<file path="src/rtl/sram_arbiter.sv">
// sram_arbiter
//
// Two-port arbiter in front of a single SRAM-like memory port using an
// addr_ok / data_ok handshake. Only one transaction is outstanding at any time.
// The winning request is copied into local registers when it is granted, so the
// memory side never sees requester inputs change while a transaction is running.
//
// Parameters
//   DATA_PRIO  1: data port wins when both ports request in the same cycle
//              0: round-robin, the port not granted last wins a tie
//
// Ports
//   clk, reset                      single clock, synchronous active-high reset
//   inst_req/wr/size/wstrb/addr/wdata  instruction-port request
//   inst_addr_ok/data_ok/rdata         instruction-port response
//   data_req/wr/size/wstrb/addr/wdata  data-port request
//   data_addr_ok/data_ok/rdata         data-port response
//   mem_req/wr/size/wstrb/addr/wdata   memory-side request (driven only in StReq)
//   mem_addr_ok/data_ok/rdata          memory-side response

module sram_arbiter #(
    parameter bit DATA_PRIO = 1'b1
) (
    input  logic        clk,
    input  logic        reset,

    input  logic        inst_req,
    input  logic        inst_wr,
    input  logic [1:0]  inst_size,
    input  logic [3:0]  inst_wstrb,
    input  logic [31:0] inst_addr,
    input  logic [31:0] inst_wdata,
    output logic        inst_addr_ok,
    output logic        inst_data_ok,
    output logic [31:0] inst_rdata,

    input  logic        data_req,
    input  logic        data_wr,
    input  logic [1:0]  data_size,
    input  logic [3:0]  data_wstrb,
    input  logic [31:0] data_addr,
    input  logic [31:0] data_wdata,
    output logic        data_addr_ok,
    output logic        data_data_ok,
    output logic [31:0] data_rdata,

    output logic        mem_req,
    output logic        mem_wr,
    output logic [1:0]  mem_size,
    output logic [3:0]  mem_wstrb,
    output logic [31:0] mem_addr,
    output logic [31:0] mem_wdata,
    input  logic        mem_addr_ok,
    input  logic        mem_data_ok,
    input  logic [31:0] mem_rdata
);

    typedef enum logic [1:0] {
        StIdle,
        StReq,
        StResp
    } state_e;

    state_e state_q, state_d;

    // Owner of the transaction in flight: 1 = data port, 0 = inst port.
    logic owner_q, owner_d;
    // Set when the most recent grant went to the inst port; only steers ties
    // when DATA_PRIO is 0. Cleared at reset so inst wins the first tie.
    logic last_inst_q, last_inst_d;

    // Latched request fields.
    logic        wr_q,    wr_d;
    logic [1:0]  size_q,  size_d;
    logic [3:0]  wstrb_q, wstrb_d;
    logic [31:0] addr_q,  addr_d;
    logic [31:0] wdata_q, wdata_d;

    logic any_req;
    logic grant_data;

    assign any_req = inst_req | data_req;

    // Arbitration decision, only consumed in StIdle.
    always_comb begin
        grant_data = 1'b0;
        if (DATA_PRIO) begin
            grant_data = data_req;
        end else if (data_req && inst_req) begin
            grant_data = last_inst_q;
        end else begin
            grant_data = data_req;
        end
    end

    // State register and latched fields.
    always_ff @(posedge clk) begin
        if (reset) begin
            state_q     <= StIdle;
            owner_q     <= 1'b0;
            last_inst_q <= 1'b0;
            wr_q        <= 1'b0;
            size_q      <= 2'b00;
            wstrb_q     <= 4'b0000;
            addr_q      <= 32'h0;
            wdata_q     <= 32'h0;
        end else begin
            state_q     <= state_d;
            owner_q     <= owner_d;
            last_inst_q <= last_inst_d;
            wr_q        <= wr_d;
            size_q      <= size_d;
            wstrb_q     <= wstrb_d;
            addr_q      <= addr_d;
            wdata_q     <= wdata_d;
        end
    end

    // Next-state logic, including capture of the granted request.
    always_comb begin
        state_d     = state_q;
        owner_d     = owner_q;
        last_inst_d = last_inst_q;
        wr_d        = wr_q;
        size_d      = size_q;
        wstrb_d     = wstrb_q;
        addr_d      = addr_q;
        wdata_d     = wdata_q;

        unique case (state_q)
            StIdle: begin
                if (any_req) begin
                    state_d     = StReq;
                    owner_d     = grant_data;
                    last_inst_d = ~grant_data;
                    if (grant_data) begin
                        wr_d    = data_wr;
                        size_d  = data_size;
                        wstrb_d = data_wstrb;
                        addr_d  = data_addr;
                        wdata_d = data_wdata;
                    end else begin
                        wr_d    = inst_wr;
                        size_d  = inst_size;
                        wstrb_d = inst_wstrb;
                        addr_d  = inst_addr;
                        wdata_d = inst_wdata;
                    end
                end
            end
            StReq: begin
                if (mem_addr_ok) begin
                    state_d = StResp;
                end
            end
            StResp: begin
                if (mem_data_ok) begin
                    state_d = StIdle;
                end
            end
            default: begin
                state_d = StIdle;
            end
        endcase
    end

    // Outputs. Memory request fields are gated to StReq so the bus reads zero
    // whenever no request is being presented.
    always_comb begin
        mem_req      = 1'b0;
        mem_wr       = 1'b0;
        mem_size     = 2'b00;
        mem_wstrb    = 4'b0000;
        mem_addr     = 32'h0;
        mem_wdata    = 32'h0;
        inst_addr_ok = 1'b0;
        inst_data_ok = 1'b0;
        inst_rdata   = 32'h0;
        data_addr_ok = 1'b0;
        data_data_ok = 1'b0;
        data_rdata   = 32'h0;

        unique case (state_q)
            StIdle: begin
                // Stray mem_addr_ok / mem_data_ok are dropped here.
            end
            StReq: begin
                mem_req   = 1'b1;
                mem_wr    = wr_q;
                mem_size  = size_q;
                mem_wstrb = wstrb_q;
                mem_addr  = addr_q;
                mem_wdata = wdata_q;
                if (owner_q) begin
                    data_addr_ok = mem_addr_ok;
                end else begin
                    inst_addr_ok = mem_addr_ok;
                end
            end
            StResp: begin
                if (owner_q) begin
                    data_data_ok = mem_data_ok;
                    data_rdata   = mem_rdata;
                end else begin
                    inst_data_ok = mem_data_ok;
                    inst_rdata   = mem_rdata;
                end
            end
            default: begin
            end
        endcase
    end

endmodule
</file>
<file path="config.mk">
export PLATFORM = sky130hd
export DESIGN_NAME = sram_arbiter
export DESIGN_NICKNAME = d
export VERILOG_FILES = /design/src/rtl/sram_arbiter.sv
export SDC_FILE = /design/constraint.sdc
export NUM_CORES = 1
export LEC_CHECK = 0
export ABC_AREA = 1
export CAP_MARGIN = 20
export CORE_AREA = 2 2 124 126
export DETAILED_ROUTE_END_ITERATION = 10
export DIE_AREA = 0 0 126 128
export GPL_TIMING_DRIVEN = 0
export PLACE_DENSITY = 0.73
export REMOVE_ABC_BUFFERS = 1
export SLEW_MARGIN = 20
export SYNTH_ARGS = -nofsm -noshare
export SYNTH_HDL_FRONTEND = slang
export SYNTH_SLANG_ARGS = --single-unit
</file>
<file path="constraint.sdc">
create_clock -name clk -period 1.7 [get_ports clk]
set_input_delay 0.51 -clock clk [delete_from_list [all_inputs] [get_ports clk]]
set_output_delay 0.51 -clock clk [all_outputs]
set_load 0.1 [all_outputs]
</file>
==> run metrics, run 1 <==
Vias per Instance=~4.8; Site Rows=45; clk root buf=clkbuf_16; Max Root-Sink Buffers=2; Worst path most repeated cell=buf_12; crit path max-delay cell type=dfxtp_2; worst-path maximum fanout=16; initial antenna violation count=4; Worst EP required=between 1 and 1.5 ns; vias in the first global route=between 6000 and 7000; die area=around 16000 um2; relative slew slack=61.8%; Pint=4.58 mW; die width=about 130 um; GRT Util Overall=between 20% and 30%; combinational share of power=a little under half; Final TNS setup=-48.54 ns; Final Hold Fails=0; layout net count=~1400; Pleak=4.88 nW; cell taking the most area after synthesis=dfxtp_1; share of power burned in registers=a little over a quarter; num ports=320; Synth cell types=14; Top Layer Used=met5; crit-path cells=clkinv_4 > nor2_4 > buf_12 > nand2_8 > nor2_2 > buf_12; hold path depth=4; design area=around 11000 um2; DRC=0; failing checks=setup timing; Num CTS Buffers=9; startpoint type of the worst setup path=flop; worst reg2reg path depth=6; minimum hold slack=0.519 ns; maximum VDD drop=0.000518 V; clock share of power=27.0%; NetSw=3.13 mW; cts hold-fix bufs=0; CTS clk-pin slew, worst paths=0.05 ns; Port Buffer Count=approximately 320; Post-Syn Area=around 4600 um2; Setup Viol. Count Final=140; Final Skew=between 0.007 and 0.008 ns; Clock Latency Late Sink=0.34 ns; wire length on met1=roughly 9300 um; Yosys reg bits=74; WL/cell=17.9 um; Setup WS post-layout=-0.483 ns; Initial DRC Count=roughly 350; clock sink total=74; largest cells by area after synthesis=dfxtp_1 (32%), nand2_1 (30%), nor2_1 (23%); top-area cell type share of the netlist area=32.1%; Largest stage delay, worst path=~0.36 ns; Power Density=a little over 700 nW/um2; Syn Inst Count=around 890; Hold WC Path Type=flop to flop; Placer Congestion=0.760; Die Ht=roughly 130 um; status=finished with violations; grt total ovfl=0; Layout Cells excl Fill=~1400; DRT Pass-1 Iters=5; dpl hpwl=roughly 12000 um; Inst Count DP=1346; CP Capture Type=output pin; net switching fraction of the power=40.6%; Slew Viols, Final=0; layout cells sized above 1=a little over a quarter; Crit Path Category=flop to output pin; largest net degree at the start of global routing=73; CTS tree=done; H-tree depth=3; maximum capacitance violations=0; yosys warns=0; Slew @ Worst Pin=0.573 ns; ANT nets after route=0; syn_area_per_cell=just over 5 um2; min cycle time layout=roughly 2.2 ns; period utilization=128%; Max Freq=458 MHz; via count=6659; CP arrival=roughly 1.7 ns; met3 routed WL=1820 um; Placed Area=between 7000 and 8000 um2; first-pass GRT wire length=32300 um; RSZ-0062 raised after global routing=yes; area delta synth->final=133%; fillcell total=1075; initial core utilization=a little under a third; core area=14900 um2; pre-CTS WS=-1.50 ns; Met2 Wirelength=around 13000 um; register area share after synthesis=between 30% and 40%; WL final=about 25000 um
worst max-delay path: cells and delay by family (launching register included):
family | cells | cell delay [ns]
simple gates | 3 | 0.53
buf+inv | 3 | 0.45
flops | 1 | 0.36
cell usage in the layout, fill, tap and decap left out:
cell type	count
dlygate4sd2_1	1
clkbuf_16	14
nand2_8	14
nor2_1	164
dfxtp_2	1
buf_8	6
clkdlybuf4s50_1	177
dfxtp_4	2
clkbuf_1	1
clkinv_2	2
inv_1	106
buf_16	4
clkinv_4	1
buf_4	8
diode_2	1
dfxtp_1	71
inv_6	2
nand2_4	4
nor2_2	31
inv_16	1
nor2_4	88
a21oi_1	3
bufinv_16	2
buf_12	113
buf_6	28
clkbuf_8	1
nand2_1	360
clkinvlp_4	2
repair_timing:
| action | 4_1_cts | 5_1_grt |
|---|---|---|
| resized for setup | 1226 | 232 |
| setup buffers | 10 | 4 |
| endpoints found under the setup margin | 212 | 210 |
| pin swaps | 9 | 12 |
| cloned | 9 | 11 |
| endpoints found under the hold margin | 0 | 0 |
area by class of cell:
cell class / instances / area (um2) / area share, %
Antenna cell: 1 / 2.50 / 0.0233
Sequential cell: 74 / 1490 / 13.9
Inverter: 111 / 452 / 4.21
Clock buffer: 11 / 243 / 2.26
Multi-Input combinational cell: 664 / 3490 / 32.5
Timing Repair Buffer: 342 / 4740 / 44.2
Tap cell: 188 / 235 / 2.19
Clock inverter: 5 / 77.6 / 0.723
cells by family (layout without fill, tap and decap cells):
family	Yosys count	in the layout	share of synthesized area [%]
other	0	1	0
AOI/OAI and AO/OA	3	3	0.326
DFF	74	74	32.1
buffers and inverters	161	469	14.4
and+or+nand+nor	649	661	53.1
worst paths after layout:
| path | startpoint | end | slack (ns) |
|---|---|---|---|
| hold reg to reg | addr_q[6] | addr_q[6] | 0.52 |
| setup reg to reg | state_q[1] | wdata_q[22] | 0.22 |
| setup / recovery | state_q[1] | inst_rdata[0] | -0.48 |
| hold / removal | addr_q[6] | addr_q[6] | 0.52 |
synth_stat cells:
cell type and number:
buf_4 7, a21oi_1 3, nand2_1 364, inv_4 1, clkbuf_1 27, buf_2 14, inv_2 2, nand2_4 1
dfxtp_1 74, nor2_1 282, buf_6 2, nand2_2 1, inv_1 108, nor2_2 1
layer usage:
| metal | vias up | GRT usage, % |
|---|---|---|
| met2 | 320 | 46.8 |
| li1 | 3171 | - |
| met1 | 3079 | 27.7 |
| met4 | 6 | 9.70 |
| met5 | - | 0 |
| met3 | 83 | 7.18 |
registers in the layout (all words and copies together), names as in the netlist:
register,flops
addr_q,32
wdata_q,32
wstrb_q,4
size_q,2
state_q,2
owner_q,1
wr_q,1
through the flow:
| step | power [mW] | util, % |
|---|---|---|
| 3_3_place_gp | 4.62 | 52.4 |
| 6_report | 7.71 | 72.2 |
| 4_1_cts | 7.21 | 64.5 |
| 5_1_grt | 8.03 | 72.2 |
| 2_1_floorplan | 3.72 | - |
| 3_5_place_dp | 4.64 | 52.8 |
power groups by stage:
stage | combinational (mW) | clock [mW] | sequential (mW)
2_1_floorplan | 1.70 | 0 | 2.02
6_report | 3.63 | 2.08 | 2.00
3_3_place_gp | 2.59 | 0 | 2.02
5_1_grt | 3.83 | 2.18 | 2.02
3_5_place_dp | 2.61 | 0 | 2.03
4_1_cts | 3.09 | 2.11 | 2.00
No activity file was read; power rests on OpenSTA's default activity.
==> run 2, diff against run 1 <==
--- a/config.mk
+++ b/config.mk
@@ -13,7 +13,6 @@
 export GPL_TIMING_DRIVEN = 0
 export PLACE_DENSITY = 0.73
 export REMOVE_ABC_BUFFERS = 1
-export SLEW_MARGIN = 20
 export SYNTH_ARGS = -nofsm -noshare
 export SYNTH_HDL_FRONTEND = slang
 export SYNTH_SLANG_ARGS = --single-unit
==> run metrics, run 2 (same netlist as run 1, synthesis figures left out) <==
status=finished with violations; failing checks=setup timing; Num CTS Buffers=9; most frequent cells in the layout=nand2_1 (360), clkdlybuf4s50_1 (177), buf_12 (160); Worst EP required=1.19 ns; CP Capture Type=output pin; crit path max-delay cell type=dfxtp_4; cts hold-fix bufs=0; Hold EP=addr_q[30]; RR Startpoint=state_q[1]; fillcell total=between 800 and 900; grt total ovfl=0; Clock Latency Late Sink=between 0.3 and 0.4 ns; Max Freq=442 MHz; biggest regs=addr_q x32, wdata_q x32, wstrb_q x4; initial antenna violation count=3; worst setup path start=state_q[0]; R2R Setup Slk=-0.11 ns; first-pass GRT wire length=~41000 um; largest net degree at the start of global routing=73; Setup WS post-layout=-0.562 ns; layout net count=around 1400; Slew @ Worst Pin=~0.45 ns; Setup Viol. Count Final=approximately 150; WL final=approximately 31000 um; layout cells sized above 1=about a third; WL/cell=about 21 um; minimum hold slack=0.573 ns; Pint=4.88 mW; Vias per Instance=slightly above 5; num ports=320; Port Buffer Count=319; clock share of power=25.0%; Final Hold Fails=0; min cycle time layout=between 2 and 2.5 ns; Pleak=5.31 nW; H-tree depth=3; hold path depth=4; Final TNS setup=-60.21 ns; Max Root-Sink Buffers=2; via count=7422; Slew Viols, Final=0; multi-input logic area=~4100 um2; CP arrival=~1.8 ns; vias in the first global route=7010; Initial DRC Count=just over 600; most common cell after layout, fill and taps aside=nand2_1; Worst path most repeated cell=buf_12; RSZ-0062 raised after global routing=yes; hold path startpoint=addr_q[30]; net switching fraction of the power=41.7%; CP top delay family=buffers and inverters; relative slew slack=between 70 and 80%; crit-path cells=buf_6 > nor2_4 > buf_12 > buf_12 > nand2_8 > nor2_4 > buf_12; clk root buf=clkbuf_16; DRC=0; Die Ht=between 100 and 150 um; DRT Pass-1 Iters=6; worst-path maximum fanout=5; clock sink total=74; Power Density=slightly below 700 nW/um2; area delta synth->final=165%; Placer Congestion=0.760; Largest stage delay, worst path=0.36 ns; Final Skew=0.00864 ns; worst reg2reg path depth=7; dpl hpwl=12300 um; NetSw=roughly 3.5 mW; maximum VDD drop=about 0.00047 V; Reg area=between 1000 and 1500 um2; combinational share of power=between 50% and 60%; share of power burned in registers=24.2%; Crit Path Category=flop to output pin; ANT nets after route=0; CP Buf/Inv Count=4; GRT Util Overall=between 30% and 40%; initial core utilization=approximately 31%; CTS clk-pin slew, worst paths=around 0.060 ns; die area=about 16000 um2; CTS tree=done; Final Core Density=82.1%; Hold WC Path Type=flop to flop; die width=between 100 and 150 um; core area=roughly 15000 um2; maximum capacitance violations=0; startpoint type of the worst setup path=flop; Site Rows=45; period utilization=133%; reg-to-reg critical path endpoint=addr_q[15]
## run 2: timing repair
item,in CTS,in global routing
gates resized for setup,1624,30
endpoints found under the setup margin,212,212
endpoints found under the hold margin,0,0
pin swaps,21,16
buffers inserted,39,26
gates cloned,23,6
## run 2: area by class of cell
cell class | count | share of cell area [%]
clock buffers | 11 | 1.99
diodes | 1 | 0.0205
multi-input cells | 676 | 33.5
repair buffers | 389 | 45.7
repair inverters | 1 | 0.0923
clock inverters | 5 | 0.636
inverters | 111 | 3.90
well taps | 188 | 1.93
flip-flops and latches | 74 | 12.2
## run 2: power groups by stage
stage               sequential, mW  clock [mW]  combinational, mW
floorplan                     2.02           0               1.70
global placement              2.02           0               2.59
detailed placement            2.03           0               2.61
CTS                           2.01        2.11               3.80
global route                  2.04        2.17               4.43
finish                        2.03        2.09               4.26
## run 2: worst reg2reg max path, delay by kind of cell (launching register included)
family,cells,cell delay (ns)
simple gates,5,0.96
flops,1,0.38
buf+inv,2,0.37
## run 2: per-stage QoR
stage	worst slack (ns)	power [mW]	instance area (um2)	cells
floorplan	-2.57	3.72	4360	837
global placement	-3.89	4.62	7790	1344
detailed placement	-1.48	4.64	7860	1347
CTS	-0.509	7.92	11700	1425
global route	-0.573	8.65	12200	1456
finish	-0.562	8.37	12200	1456
## run 2: worst max path at each step
stage	endpoint	slack [ns]	cells after the start
after floorplan	data_addr_ok	-2.57	4
after global routing	data_rdata[30]	-0.57	7
after detailed placement	data_rdata[8]	-1.48	5
after global placement	wdata_q[28]	-3.89	6
after CTS	inst_addr_ok	-0.51	8
final	inst_rdata[17]	-0.56	7
## run 2: metal layers
layer	vias up	wire [um]	track usage (%)
li1	3305	-	-
met1	3437	11100	36.6
met2	520	15600	59.2
met3	156	2590	8.31
met4	4	1900	18.9
met5	-	28	0
==> run 3, diff against run 2 <==
--- a/config.mk
+++ b/config.mk
@@ -7,11 +7,11 @@
 export LEC_CHECK = 0
 export ABC_AREA = 1
 export CAP_MARGIN = 20
-export CORE_AREA = 2 2 124 126
+export CORE_AREA = 2 2 126 128
 export DETAILED_ROUTE_END_ITERATION = 10
-export DIE_AREA = 0 0 126 128
+export DIE_AREA = 0 0 128 130
 export GPL_TIMING_DRIVEN = 0
-export PLACE_DENSITY = 0.73
+export PLACE_DENSITY = 0.71
 export REMOVE_ABC_BUFFERS = 1
 export SYNTH_ARGS = -nofsm -noshare
 export SYNTH_HDL_FRONTEND = slang
==> constraint.sdc (replaced) <==
create_clock -name clk -period 2.85 [get_ports clk]
set_input_delay 0.855 -clock clk [delete_from_list [all_inputs] [get_ports clk]]
set_output_delay 0.855 -clock clk [all_outputs]
set_load 0.1 [all_outputs]
==> run metrics, run 3 (same netlist as run 1, synthesis figures left out) <==
status=completed; die width=128 um; relative slew slack=a little over two fifths; Die Ht=~130 um; num ports=320; Hold WC Path Type=flop to flop; Post-CTS Setup Inserts=0; CP top delay family=buffers and inverters; Clock Latency Late Sink=0.33 ns; most frequent cells in the layout=nand2_1 (361), nor2_1 (281), clkdlybuf4s50_1 (178); Num CTS Buffers=9; maximum capacitance violations=0; area delta synth->final=70.6%; reg-to-reg critical path endpoint=wdata_q[12]; CTS tree=done; hold path depth=4; CP arrival=1.93 ns; worst reg2reg path depth=6; layout cells sized above 1=between 10 and 15%; Reg area=between 1000 and 1500 um2; Max Root-Sink Buffers=2; dpl hpwl=around 12000 um; cts hold-fix bufs=0; Final TNS setup=0 ns; GRT Util Overall=a little under a fifth; clock sink total=74; maximum VDD drop=roughly 0.00023 V; vias in the first global route=4916; DRC=0; Max Freq=360 MHz; CP Buf/Inv Count=3; largest net degree at the start of global routing=slightly above 90; Final Hold Fails=0; Slew Viols, Final=0; Initial DRC Count=about 230; crit-path cells=clkdlybuf4s50_1 > inv_1 > nor2_1 > buf_2; Setup Viol. Count Final=0; Final Skew=0.00605 ns; Pleak=approximately 4.2 nW; first-pass GRT wire length=24600 um; Port Buffer Count=between 300 and 400; Hold EP=wdata_q[15]; layout net count=~1400; CTS clk-pin slew, worst paths=about 0.060 ns; DRT Pass-1 Iters=4; via count=about 5800; core area=15400 um2; Power Density=475 nW/um2; Vias per Instance=approximately 4.2; Final Core Density=between 50% and 60%; clk root buf=clkbuf_16; startpoint type of the worst setup path=primary input; WL final=16800 um; power after layout=~3.7 mW; initial antenna violation count=2; min cycle time layout=about 2.8 ns; CP Capture Type=output pin; RR Startpoint=state_q[0]; WL/cell=about 12 um; fillcell total=between 1500 and 2000; Worst EP required=2.00 ns; ANT nets after route=0; initial core utilization=between 20% and 30%; H-tree depth=3; R2R Setup Slk=approximately 1.3 ns; Crit Path Category=primary input to output pin; Slew @ Worst Pin=0.874 ns; crit path max-delay cell type=clkdlybuf4s50_1; Largest stage delay, worst path=~0.48 ns; worst-path maximum fanout=2; die area=16600 um2; Placer Congestion=0.808; Site Rows=46; multi-input logic area=roughly 2500 um2; period utilization=97.6%; biggest regs=addr_q x32, wdata_q x32, wstrb_q x4; most common cell after layout, fill and taps aside=nand2_1; hold path startpoint=wdata_q[15]; grt total ovfl=0
-- run 3: area by class of cell --
type,instances,area share [%]
clock buffers,11,3.09
multi-input cells,653,32.0
inverters,111,5.39
diodes,3,0.0955
well taps,192,3.05
flip-flops and latches,74,18.9
clock inverters,3,0.223
repair buffers,322,37.3
-- run 3: where the power goes --
part | leakage (nW) | switching [mW] | internal, mW
clock | 0.127 | 0.419 | 0.600
sequential | 0.615 | 0.0356 | 1.16
combinational | 3.49 | 1.04 | 0.480
-- run 3: how the worst max path moves through the flow --
stage / slack [ns] / end / start / cells after the start
CTS: -0.06 / data_rdata[1] / state_q[1] / 5
detailed placement: -0.77 / inst_rdata[16] / mem_rdata[16] / 4
global placement: -3.08 / wstrb_q[1] / data_req / 7
finish: 0.07 / data_rdata[26] / mem_rdata[26] / 4
global route: -0.03 / data_rdata[13] / state_q[1] / 5
floorplan: -1.76 / data_addr_ok / state_q[0] / 4
-- run 3: per-layer routing --
| metal | part of all wire (%) | up-vias | GRT usage, % | routed length, um |
|---|---|---|---|---|
| met4 | 1.9 | 0 | 7.30 | 319 |
| met5 | 0 | - | 0 | 0 |
| li1 | - | 3089 | - | - |
| met1 | 40 | 2454 | 19.5 | 6680 |
| met2 | 50 | 191 | 34.9 | 8400 |
| met3 | 8.2 | 20 | 5.90 | 1380 |
-- run 3: tightest hold or removal path, stage by stage, from the launching register on --
cell	delay, ns
dfxtp_1	0.29
inv_1	0.06
nand2_1	0.05
nand2_1	0.05
nor2_1	0.03
-- run 3: timing repair --
item / CTS / global route
pin swaps: 0 / 2
setup endpoints to repair: 187 / 185
hold endpoints to repair: 0 / 0
resized for setup: 601 / 74
gates cloned: 0 / 1
-- run 3: metrics by stage --
step | std cells | area (um2) | hold slack (ns) | worst slack, ns
6_report | 1369 | 7870 | 0.517 | 0.0697
5_1_grt | 1368 | 7860 | 0.549 | -0.0292
4_1_cts | 1365 | 8000 | 0.518 | -0.0559
3_5_place_dp | 1351 | 7880 | 0.498 | -0.766
3_3_place_gp | 1348 | 7800 | 0.486 | -3.08
2_1_floorplan | 837 | 4360 | 0.459 | -1.76
